`src/rtl/codec_map_dec_output_pkg.sv`:
```
// Shared framing types for the MAP decoder output RAM readers/writers.
// Read-sequencer state and per-word stream tag.
package codec_map_dec_output_pkg;

  typedef enum logic [1:0] {
    cIDLE,
    cREAD,
    cDRAIN
  } t_rd_state;

  typedef struct packed {
    logic val;
    logic sop;
    logic eop;
  } t_strm_tag;

endpackage

```
`src/rtl/codec_map_dec_output_reader_if.sv`:
```
// Valid/ready word stream with sop/eop framing.
// master drives the word, slave returns ready.
interface codec_map_dec_output_reader_if #(
  parameter int pDAT_W = 1
) ();

  logic              val;
  logic              sop;
  logic              eop;
  logic [pDAT_W-1:0] dat;
  logic              ready;

  modport master (
    output val,
    output sop,
    output eop,
    output dat,
    input  ready
  );

  modport slave (
    input  val,
    input  sop,
    input  eop,
    input  dat,
    output ready
  );

endinterface

```
`src/rtl/codec_map_dec_output_reader.sv`:
```
// Reads one decoded frame from the output RAM and streams it
// with sop/eop; backpressure stalls the RAM via its clkena.
module codec_map_dec_output_reader
  import codec_map_dec_output_pkg::*;
#(
  parameter int pADDR_W = 8,
  parameter int pDAT_W  = 1,
  parameter int pLEN_W  = 8
) (
  input  logic               iclk,
  input  logic               ireset,
  input  logic               iclkena,
  input  logic               istart,
  input  logic [pADDR_W-1:0] ibase,
  input  logic [pLEN_W-1:0]  ilen,
  output logic               obusy,
  output logic               odone,
  output logic               orclkena,
  output logic               oread,
  output logic [pADDR_W-1:0] oraddr,
  input  logic [pDAT_W-1:0]  irdata,
  codec_map_dec_output_reader_if.master ostrm
);

  t_rd_state          state;
  t_rd_state          state_nxt;
  logic [pLEN_W:0]    cnt;
  logic [pLEN_W:0]    cnt_nxt;
  logic [pADDR_W-1:0] base;
  logic [pADDR_W-1:0] base_nxt;
  logic [pLEN_W-1:0]  len;
  logic [pLEN_W-1:0]  len_nxt;
  t_strm_tag          tag;
  t_strm_tag          tag_nxt;
  logic               done_nxt;

  logic               pen;
  logic               adv;
  logic               issue;
  logic               last;
  logic [pLEN_W:0]    len_ext;

  // Pipeline advance and RAM-side address issue
  assign pen      = ~tag.val | ostrm.ready;
  assign adv      = iclkena & pen;
  assign issue    = (state == cREAD) & adv;
  assign len_ext  = {1'b0, len};
  assign last     = (cnt == len_ext);

  assign orclkena = adv;
  assign oread    = issue;
  assign oraddr   = (state == cREAD) ? base + pADDR_W'(cnt) : '0;
  assign obusy    = (state != cIDLE);

  assign ostrm.val = tag.val;
  assign ostrm.sop = tag.sop;
  assign ostrm.eop = tag.eop;
  assign ostrm.dat = irdata;

  // Next state: FSM, word counter and tag stage
  always_comb begin
    state_nxt = state;
    cnt_nxt   = cnt;
    base_nxt  = base;
    len_nxt   = len;
    tag_nxt   = tag;
    done_nxt  = odone;
    if (iclkena) begin
      done_nxt = 1'b0;
      if (pen) begin
        tag_nxt.val = issue;
        tag_nxt.sop = issue & (cnt == '0);
        tag_nxt.eop = issue & last;
      end
      unique case (state)
        cIDLE: begin
          if (istart) begin
            base_nxt  = ibase;
            len_nxt   = ilen;
            cnt_nxt   = '0;
            state_nxt = cREAD;
          end
        end
        cREAD: begin
          if (pen) begin
            cnt_nxt = cnt + (pLEN_W+1)'(1);
            if (last) state_nxt = cDRAIN;
          end
        end
        cDRAIN: begin
          if (odone)
            state_nxt = cIDLE;
          else if (tag.val & ostrm.ready & tag.eop)
            done_nxt = 1'b1;
        end
        default: state_nxt = cIDLE;
      endcase
    end
  end

  // State register
  always_ff @(posedge iclk or negedge ireset) begin
    if (!ireset) begin
      state <= cIDLE;
      cnt   <= '0;
      base  <= '0;
      len   <= '0;
      tag   <= '0;
      odone <= 1'b0;
    end else begin
      state <= state_nxt;
      cnt   <= cnt_nxt;
      base  <= base_nxt;
      len   <= len_nxt;
      tag   <= tag_nxt;
      odone <= done_nxt;
    end
  end

endmodule
```
`src/flat_wrapper.sv`:
```
// flat-port wrapper written by rule: the top's interface ports become plain ports
module codec_map_dec_output_reader_flat import codec_map_dec_output_pkg::*;
#(
  parameter int pADDR_W = 8,
  parameter int pDAT_W  = 1,
  parameter int pLEN_W  = 8
)
  (iclk, ireset, iclkena, istart, ibase, ilen, obusy, odone, orclkena, oread, oraddr, irdata, ostrm_val, ostrm_sop, ostrm_eop, ostrm_dat, ostrm_ready);
  codec_map_dec_output_reader_if #(.pDAT_W(pDAT_W)) ostrm_i ();
  input  logic iclk;
  input  logic ireset;
  input  logic iclkena;
  input  logic istart;
  input  logic [pADDR_W-1:0] ibase;
  input  logic [pLEN_W-1:0] ilen;
  output logic obusy;
  output logic odone;
  output logic orclkena;
  output logic oread;
  output logic [pADDR_W-1:0] oraddr;
  input  logic [pDAT_W-1:0] irdata;
  output wire logic [$bits(ostrm_i.val)-1:0] ostrm_val;
  output wire logic [$bits(ostrm_i.sop)-1:0] ostrm_sop;
  output wire logic [$bits(ostrm_i.eop)-1:0] ostrm_eop;
  output wire logic [$bits(ostrm_i.dat)-1:0] ostrm_dat;
  input wire logic [$bits(ostrm_i.ready)-1:0] ostrm_ready;
  assign ostrm_val = ostrm_i.val;
  assign ostrm_sop = ostrm_i.sop;
  assign ostrm_eop = ostrm_i.eop;
  assign ostrm_dat = ostrm_i.dat;
  assign ostrm_i.ready = ostrm_ready;
  codec_map_dec_output_reader #(.pADDR_W(pADDR_W), .pDAT_W(pDAT_W), .pLEN_W(pLEN_W)) u_core (.iclk(iclk), .ireset(ireset), .iclkena(iclkena), .istart(istart), .ibase(ibase), .ilen(ilen), .obusy(obusy), .odone(odone), .orclkena(orclkena), .oread(oread), .oraddr(oraddr), .irdata(irdata), .ostrm(ostrm_i));
endmodule
```
`config.mk`:
```
export PLATFORM = sky130hd
export DESIGN_NAME = codec_map_dec_output_reader_flat
export DESIGN_NICKNAME = d
export VERILOG_FILES = /design/src/rtl/codec_map_dec_output_pkg.sv /design/src/rtl/codec_map_dec_output_reader_if.sv /design/src/rtl/codec_map_dec_output_reader.sv /design/src/flat_wrapper.sv
export SDC_FILE = /design/constraint.sdc
export NUM_CORES = 1
export LEC_CHECK = 0
export ABC_AREA = 1
export BUFFER_PORTS_ARGS = -buffer_cell sky130_fd_sc_hd__buf_2
export CAP_MARGIN = 0
export CORE_MARGIN = 3
export CORE_UTILIZATION = 54
export DETAILED_ROUTE_END_ITERATION = 10
export PLACE_DENSITY = 0.86
export SLEW_MARGIN = 20
export SYNTH_ARGS = -nofsm -noshare
export SYNTH_HDL_FRONTEND = slang
export SYNTH_SLANG_ARGS = --single-unit
```
`constraint.sdc`:
```
create_clock -name iclk -period 2.41 [get_ports iclk]
set_input_delay 0.241 -clock iclk [delete_from_list [all_inputs] [get_ports iclk]]
set_output_delay 0.241 -clock iclk [all_outputs]
set_load 0.01 [all_outputs]
```
==> results of run 1 <==
-- cell usage in the layout (no fill, tap or decap) --
| master | synthesis | final |
|---|---|---|
| nor2_8 | 1 | 1 |
| clkbuf_4 | 0 | 5 |
| nand4_1 | 7 | 7 |
| ha_1 | 9 | 8 |
| fa_2 | 0 | 1 |
| nand2_4 | 1 | 1 |
| dlygate4sd3_1 | 0 | 1 |
| buf_4 | 3 | 1 |
| nand2_2 | 3 | 3 |
| a31oi_1 | 1 | 1 |
| o21ai_0 | 18 | 18 |
| nand2_1 | 87 | 87 |
| xor2_1 | 6 | 6 |
| a21o_1 | 1 | 1 |
| nor2_1 | 18 | 18 |
| dfrtp_1 | 31 | 30 |
| clkbuf_1 | 0 | 1 |
| nor3_1 | 5 | 5 |
| clkbuf_8 | 0 | 2 |
| inv_2 | 3 | 3 |
| inv_1 | 29 | 29 |
| a21oi_2 | 0 | 1 |
| o31ai_1 | 3 | 3 |
| xnor2_1 | 1 | 1 |
| buf_2 | 1 | 35 |
| nor3_2 | 1 | 1 |
| inv_4 | 1 | 1 |
| o21ai_1 | 2 | 2 |
| ha_4 | 0 | 1 |
| dfrtp_2 | 0 | 1 |
| nand3_1 | 10 | 10 |
| a21oi_1 | 10 | 9 |
-- cell usage after synthesis --
library cell,count
inv_4,1
xnor2_1,1
dfrtp_1,31
buf_4,3
o31ai_1,3
nor3_1,5
nand2_4,1
a21oi_1,10
xor2_1,6
inv_2,3
ha_1,9
o21ai_1,2
nand2_2,3
nor3_2,1
buf_2,1
nor2_1,18
nand4_1,7
fa_1,1
a21o_1,1
nand3_1,10
nor2_8,1
a31oi_1,1
o21ai_0,18
inv_1,29
nand2_1,87
-- layout make-up --
cell class / count / area [um2] / area share (%)
Sequential cell: 31 / 777 / 35.4
Multi-Input combinational cell: 185 / 972 / 44.3
Tap cell: 44 / 55.1 / 2.51
Inverter: 33 / 126 / 5.76
Timing Repair Buffer: 37 / 193 / 8.79
Clock buffer: 8 / 68.8 / 3.14
-- path summary, 6_finish.rpt --
check | from | to | slack (ps) | cells after the start
hold / removal | ilen[2] | u_core.len[2]$_DFFE_PN0P_ | 100 | 3
max in group asynchronous | ireset | u_core.cnt[0]$_DFFE_PN0P_ | 1450 | 2
hold reg to reg | u_core.ostrm.sop$_DFFE_PN0P_ | u_core.ostrm.sop$_DFFE_PN0P_ | 500 | 2
min in group asynchronous | ireset | u_core.base[5]$_DFFE_PN0P_ | 480 | 2
setup reg to reg | u_core.cnt[1]$_DFFE_PN0P_ | u_core.cnt[4]$_DFFE_PN0P_ | 910 | 5
setup / recovery | u_core.cnt[0]$_DFFE_PN0P_ | oraddr[6] | 160 | 11
-- routing by layer --
layer | global-route usage [%] | share of wire (%) | up-vias
met3 | 3.64 | 4.9 | 10
met4 | 10.9 | 1.9 | 0
met5 | 0 | 0 | -
li1 | - | - | 889
met1 | 28.4 | 46 | 797
met2 | 35.0 | 47 | 40
-- power by group --
part | internal, W | total (W) | switching (W)
logic | 0.000373 | 0.00100 | 0.000631
clock network | 0.000171 | 0.000348 | 0.000177
registers | 0.000698 | 0.000861 | 0.000163
total | 0.00124 | 0.00221 | 0.000970
-- worst max-delay path, cell delays in order (launching register included) --
cell and delay, ps:
dfrtp_2 470, ha_4 180, fa_2 340, nand3_1 80, nand2_1 80, nand2_1 60, nand2_1 60, a21oi_2 120
nand2_1 60, nand2_1 50, nor2_1 40, buf_2 130
-- flip-flops by register name, indices dropped and copies added, names as in the netlist --
signal / count
u_core.ostrm.sop: 1
u_core.cnt: 9
u_core.len: 8
u_core.ostrm.val: 1
u_core.state: 2
u_core.odone: 1
u_core.base: 8
u_core.ostrm.eop: 1
-- cells by family (layout without fill, tap and decap cells) --
| logic type | after synthesis | in the layout | share of synthesized area [%] |
|---|---|---|---|
| buf+inv | 37 | 78 | 8.17 |
| compound gates | 35 | 35 | 9.90 |
| flops | 31 | 31 | 41.2 |
| simple gates | 133 | 133 | 30.4 |
| fa+ha+maj | 10 | 10 | 7.04 |
| xor+xnor | 7 | 7 | 3.26 |
-- per-stage QoR --
stage	setup WS (ps)	power [W]
final	160	0.00221
after global placement	411	0.00180
after global routing	8.76	0.00241
after floorplan	535	0.00154
after detailed placement	394	0.00184
after CTS	16.4	0.00220
-- what timing repair did --
item,CTS,global route
endpoints found under the hold margin,31,0
hold buffers,1,0
setup endpoints to repair,0,1
setup buffers,0,0
resized for setup,0,5
==> impl_metrics.py, run 1 <==
metrics = {
    "outcome": {
        "status": "finished, final reports clean",
    },
    "placement": {
        "io_buffer_count": 35,
        "dp.cells": 329,
        "dpl.hpwl_um": 3050,
        "post_dp_cell_area_mm2": 0.00209,
        "place_congestion": 0.879,
    },
    "final_layout": {
        "drive_gt1_share_pct": 19.4,
        "fin_nets": 325,
        "nFillCells": 276,
        "stdcell_count": 338,
        "utilization_pct": 69.0,
        "area_growth_pct": 16.4,
        "finalInstanceArea_mm2": 0.00219,
        "antennaDiodeCount": 0,
    },
    "drt": {
        "vias_per_cell": 5.14,
        "route.vias.total": 1736,
        "firstDrtPassIters": 5,
        "drc": 0,
        "wl_per_cell_um": 12.3,
        "drt_iter0_markers": 78,
        "routed_wl_um": 4160,
        "drtAntennaViolNets": 0,
    },
    "timing": {
        "finalSetupTns_ps": 0,
        "maxSlewViolCount": 0,
        "final_hold_viol_count": 0,
        "slew_headroom_pct": 54.4,
        "fmax_ghz": 0.445,
        "rsz0062_at_grt": "false",
        "period_needed_ps": 2250,
        "holdWs_ps": 96.1,
        "finClkSkew_ps": 7.85,
        "tightest_slew_ps": 684,
        "fin_crit_sh_pct": 93.3,
        "finalSetupViolations": 0,
    },
    "yosys": {
        "ys_warn_count": 0,
        "synth_area_leaders": "dfrtp_1 41%, nand2_1 17%, ha_1 6.0%",
        "synthesis.area_mm2": 0.00188,
        "yosysUniqueCellTypes": 25,
        "synth_top_area_share_pct": 41.2,
        "seq_area_frac_synth_pct": 41.2,
        "ys_seq_elements": 31,
        "synth_cells": 253,
        "synth.net_count": 285,
        "synth_area_per_cell_um2": 7.44,
        "yosysTopAreaCell": "dfrtp_1",
    },
    "global_routing": {
        "grt_pass1_wl_um": 7090,
        "grt_pass1_vias": 1619,
        "grt_usage_pct": 21.8,
        "overflow": 0,
        "antenna_found_initial": 0,
        "grt_max_degree": 32,
    },
    "clock_network": {
        "cts_max_path_buffers": 2,
        "clock-sinks": 31,
        "clk_pin_slew_ps": 100,
        "cts_buffers": 5,
        "insertion_delay_ps": 340,
        "cts_tree": "yes",
        "htreeDepth": 2,
        "clockRootBuffer": "clkbuf_4",
    },
    "flow_run": {
        "cap_viol_max_count": 0,
    },
    "worst_hold_path": {
        "hp-class": "in2reg",
    },
    "worst_setup_path": {
        "crit_arrival_ps": 2010,
        "crit_required_ps": 2170,
        "cp_max_fo": 7,
        "end_kind": "output port",
        "crit_type": "reg2out",
        "start_kind": "register",
    },
    "die": {
        "die_h_um": 65.1,
        "die_w_um": 65.1,
        "core_mm2": 0.00318,
        "die_area_mm2": 0.00423,
        "rows": 20,
        "num_io_pins": 38,
        "start_util_pct": 59.3,
    },
    "power_and_ir_drop": {
        "ir_worst_vdd_v": 0.000611,
        "p_leak_nw": 1.19,
        "power_density_mw_per_mm2": 1010,
    },
}
No activity file was read; power rests on OpenSTA's default activity.
==> run 2: changes to the inputs <==
--- a/config.mk
+++ b/config.mk
@@ -14,2 +14,3 @@
 export PLACE_DENSITY = 0.86
+export SETUP_SLACK_MARGIN = 0.02
 export SLEW_MARGIN = 20
==> constraint.sdc (replaced) <==
create_clock -name iclk -period 2.41 [get_ports iclk]
set_input_delay 0.1205 -clock iclk [delete_from_list [all_inputs] [get_ports iclk]]
set_output_delay 0.1205 -clock iclk [all_outputs]
set_load 0.01 [all_outputs]
==> run 2 against run 1 <==
Wire length grew 4.8%. Final cell count grew 4.7%. Critical path depth is the same. Sequential share of layout area shrank 2.2 points. Core utilization grew 4.6 points. Critical endpoint unchanged. Via count grew 3.5%. Global-route usage grew 1.5 points. Clock power is essentially flat. Setup slack gained 61 ps. Combinational power is essentially flat. Largest power group unchanged. Non-clock buffer count grew 16.
==> impl_metrics.py, run 2 (synthesis results as in run 1) <==
metrics = {
    "die": {
        "die_w_um": 65.1,
        "die_h_um": 65.1,
        "core_mm2": 0.00318,
        "rows": 20,
        "num_io_pins": 38,
        "die_area_mm2": 0.00423,
        "start_util_pct": 59.3,
    },
    "timing": {
        "maxSlewViolCount": 0,
        "worst_slack_ps": 221,
        "slew_headroom_pct": 54.9,
        "rsz0062_at_grt": "false",
        "period_needed_ps": 2190,
        "final_hold_viol_count": 0,
        "finClkSkew_ps": 9.10,
        "finalSetupTns_ps": 0,
        "fin_crit_sh_pct": 90.8,
        "fmax_ghz": 0.457,
        "finalSetupViolations": 0,
        "tightest_slew_ps": 676,
    },
    "power_and_ir_drop": {
        "ir_worst_vdd_v": 0.000594,
        "p_leak_nw": 1.26,
        "total_power_w": 0.00222,
        "power_density_mw_per_mm2": 949,
    },
    "drt": {
        "drt_iter0_markers": 88,
        "drtAntennaViolNets": 0,
        "vias_per_cell": 5.07,
        "firstDrtPassIters": 4,
        "wl_per_cell_um": 12.3,
        "drc": 0,
        "routed_wl_um": 4360,
        "route.vias.total": 1796,
    },
    "placement": {
        "preCtsSetupSlack_ps": 515,
        "dpl.hpwl_um": 3050,
        "post_dp_cell_area_mm2": 0.00209,
        "dp.cells": 329,
        "place_congestion": 0.878,
        "io_buffer_count": 35,
    },
    "outcome": {
        "status": "finished, final reports clean",
    },
    "final_layout": {
        "antennaDiodeCount": 0,
        "largest_reg_flops": 9,
        "area_growth_pct": 24.3,
        "drive_gt1_share_pct": 18.1,
        "layout_common_cells": "87 x nand2_1, 35 x buf_2, 30 x dfrtp_1",
        "finalInstanceArea_mm2": 0.00234,
        "stdcell_count": 354,
        "final_common_cell": "nand2_1",
        "reg_top3": "u_core.cnt x9, u_core.base x8, u_core.len x8",
        "fin_nets": 341,
        "top_register": "u_core.cnt",
    },
    "worst_setup_path": {
        "path_cells": "ha_1, fa_2, nand3_1, nand2_1, nand2_1, nand2_1, a21oi_2, nand2_1, nand2_1, nor2_1, buf_2",
        "startpoint": "u_core.cnt[0]$_DFFE_PN0P_",
        "crit_required_ps": 2290,
        "end_kind": "output port",
        "cp_top_family": "adder cells",
        "crit_top_cell": "nand2_1",
        "critical_path_buf_inv_count": 1,
        "start_kind": "register",
        "r2r-start": "u_core.cnt[1]$_DFFE_PN0P_",
        "crit_type": "reg2out",
        "crit_arrival_ps": 2070,
        "cpMaxStageDelayCell": "dfrtp_2",
        "max_stage_delay_ps": 450,
        "cp_max_fo": 7,
    },
    "clock_network": {
        "clk_pin_slew_ps": 90,
        "cts_tree": "yes",
        "cts_buffers": 5,
        "cts_max_path_buffers": 2,
        "clockRootBuffer": "clkbuf_4",
        "insertion_delay_ps": 330,
        "clock-sinks": 31,
        "htreeDepth": 2,
    },
    "flow_run": {
        "cap_viol_max_count": 0,
    },
    "global_routing": {
        "grt_usage_pct": 23.4,
        "grt_max_degree": 32,
        "antenna_found_initial": 0,
        "grt_pass1_wl_um": 7580,
        "overflow": 0,
        "grt_pass1_vias": 1736,
    },
    "worst_hold_path": {
        "hold_start": "iclkena",
        "hp-class": "in2reg",
    },
}
run 2: timing repair:
action                                  in CTS  in global routing
setup buffers                                0                  0
resized for setup                            0                  3
endpoints found under the hold margin       47                  0
hold buffers                                17                  0
endpoints found under the setup margin       0                  1
run 2: metrics by stage:
| step | hold WS (ps) | util (%) |
|---|---|---|
| 2_1_floorplan | -175 | - |
| 3_3_place_gp | 204 | 65.9 |
| 3_5_place_dp | 200 | 65.9 |
| 4_1_cts | 50.8 | 73.4 |
| 5_1_grt | 43.1 | 73.6 |
| 6_report | 53.3 | 73.6 |
run 2: final timing paths:
check / end / depth (start not counted) / slack, ps
min in group asynchronous: u_core.cnt[5]$_DFFE_PN0P_ / 2 / 360
max in group asynchronous: u_core.cnt[0]$_DFFE_PN0P_ / 2 / 1580
worst max-delay path: oraddr[6] / 11 / 220
worst max register to register: u_core.cnt[4]$_DFFE_PN0P_ / 5 / 920
worst min-delay path: u_core.odone$_DFFE_PN0P_ / 2 / 50
worst min register to register: u_core.ostrm.sop$_DFFE_PN0P_ / 2 / 490
run 2: final cells by class:
cell class	instances	area (um2)
Multi-Input combinational cell	185	960
Sequential cell	31	777
Tap cell	44	55.1
Timing Repair Buffer	53	353
Fill cell	257	838
Inverter	33	126
Clock buffer	8	68.8
run 2: per-layer routing:
metal	track usage, %	vias to the layer above	wire length [um]
met4	10.9	0	75
met3	3.64	8	191
met2	39.2	48	2160
met1	29.4	819	1930
met5	0	-	0
li1	-	921	-
run 2: where the power goes:
part | internal (W) | switching, W | leakage (nW)
Sequential | 0.000698 | 0.000153 | 0.400
Clock | 0.000172 | 0.000177 | 0.0386
Combinational | 0.000385 | 0.000636 | 0.821
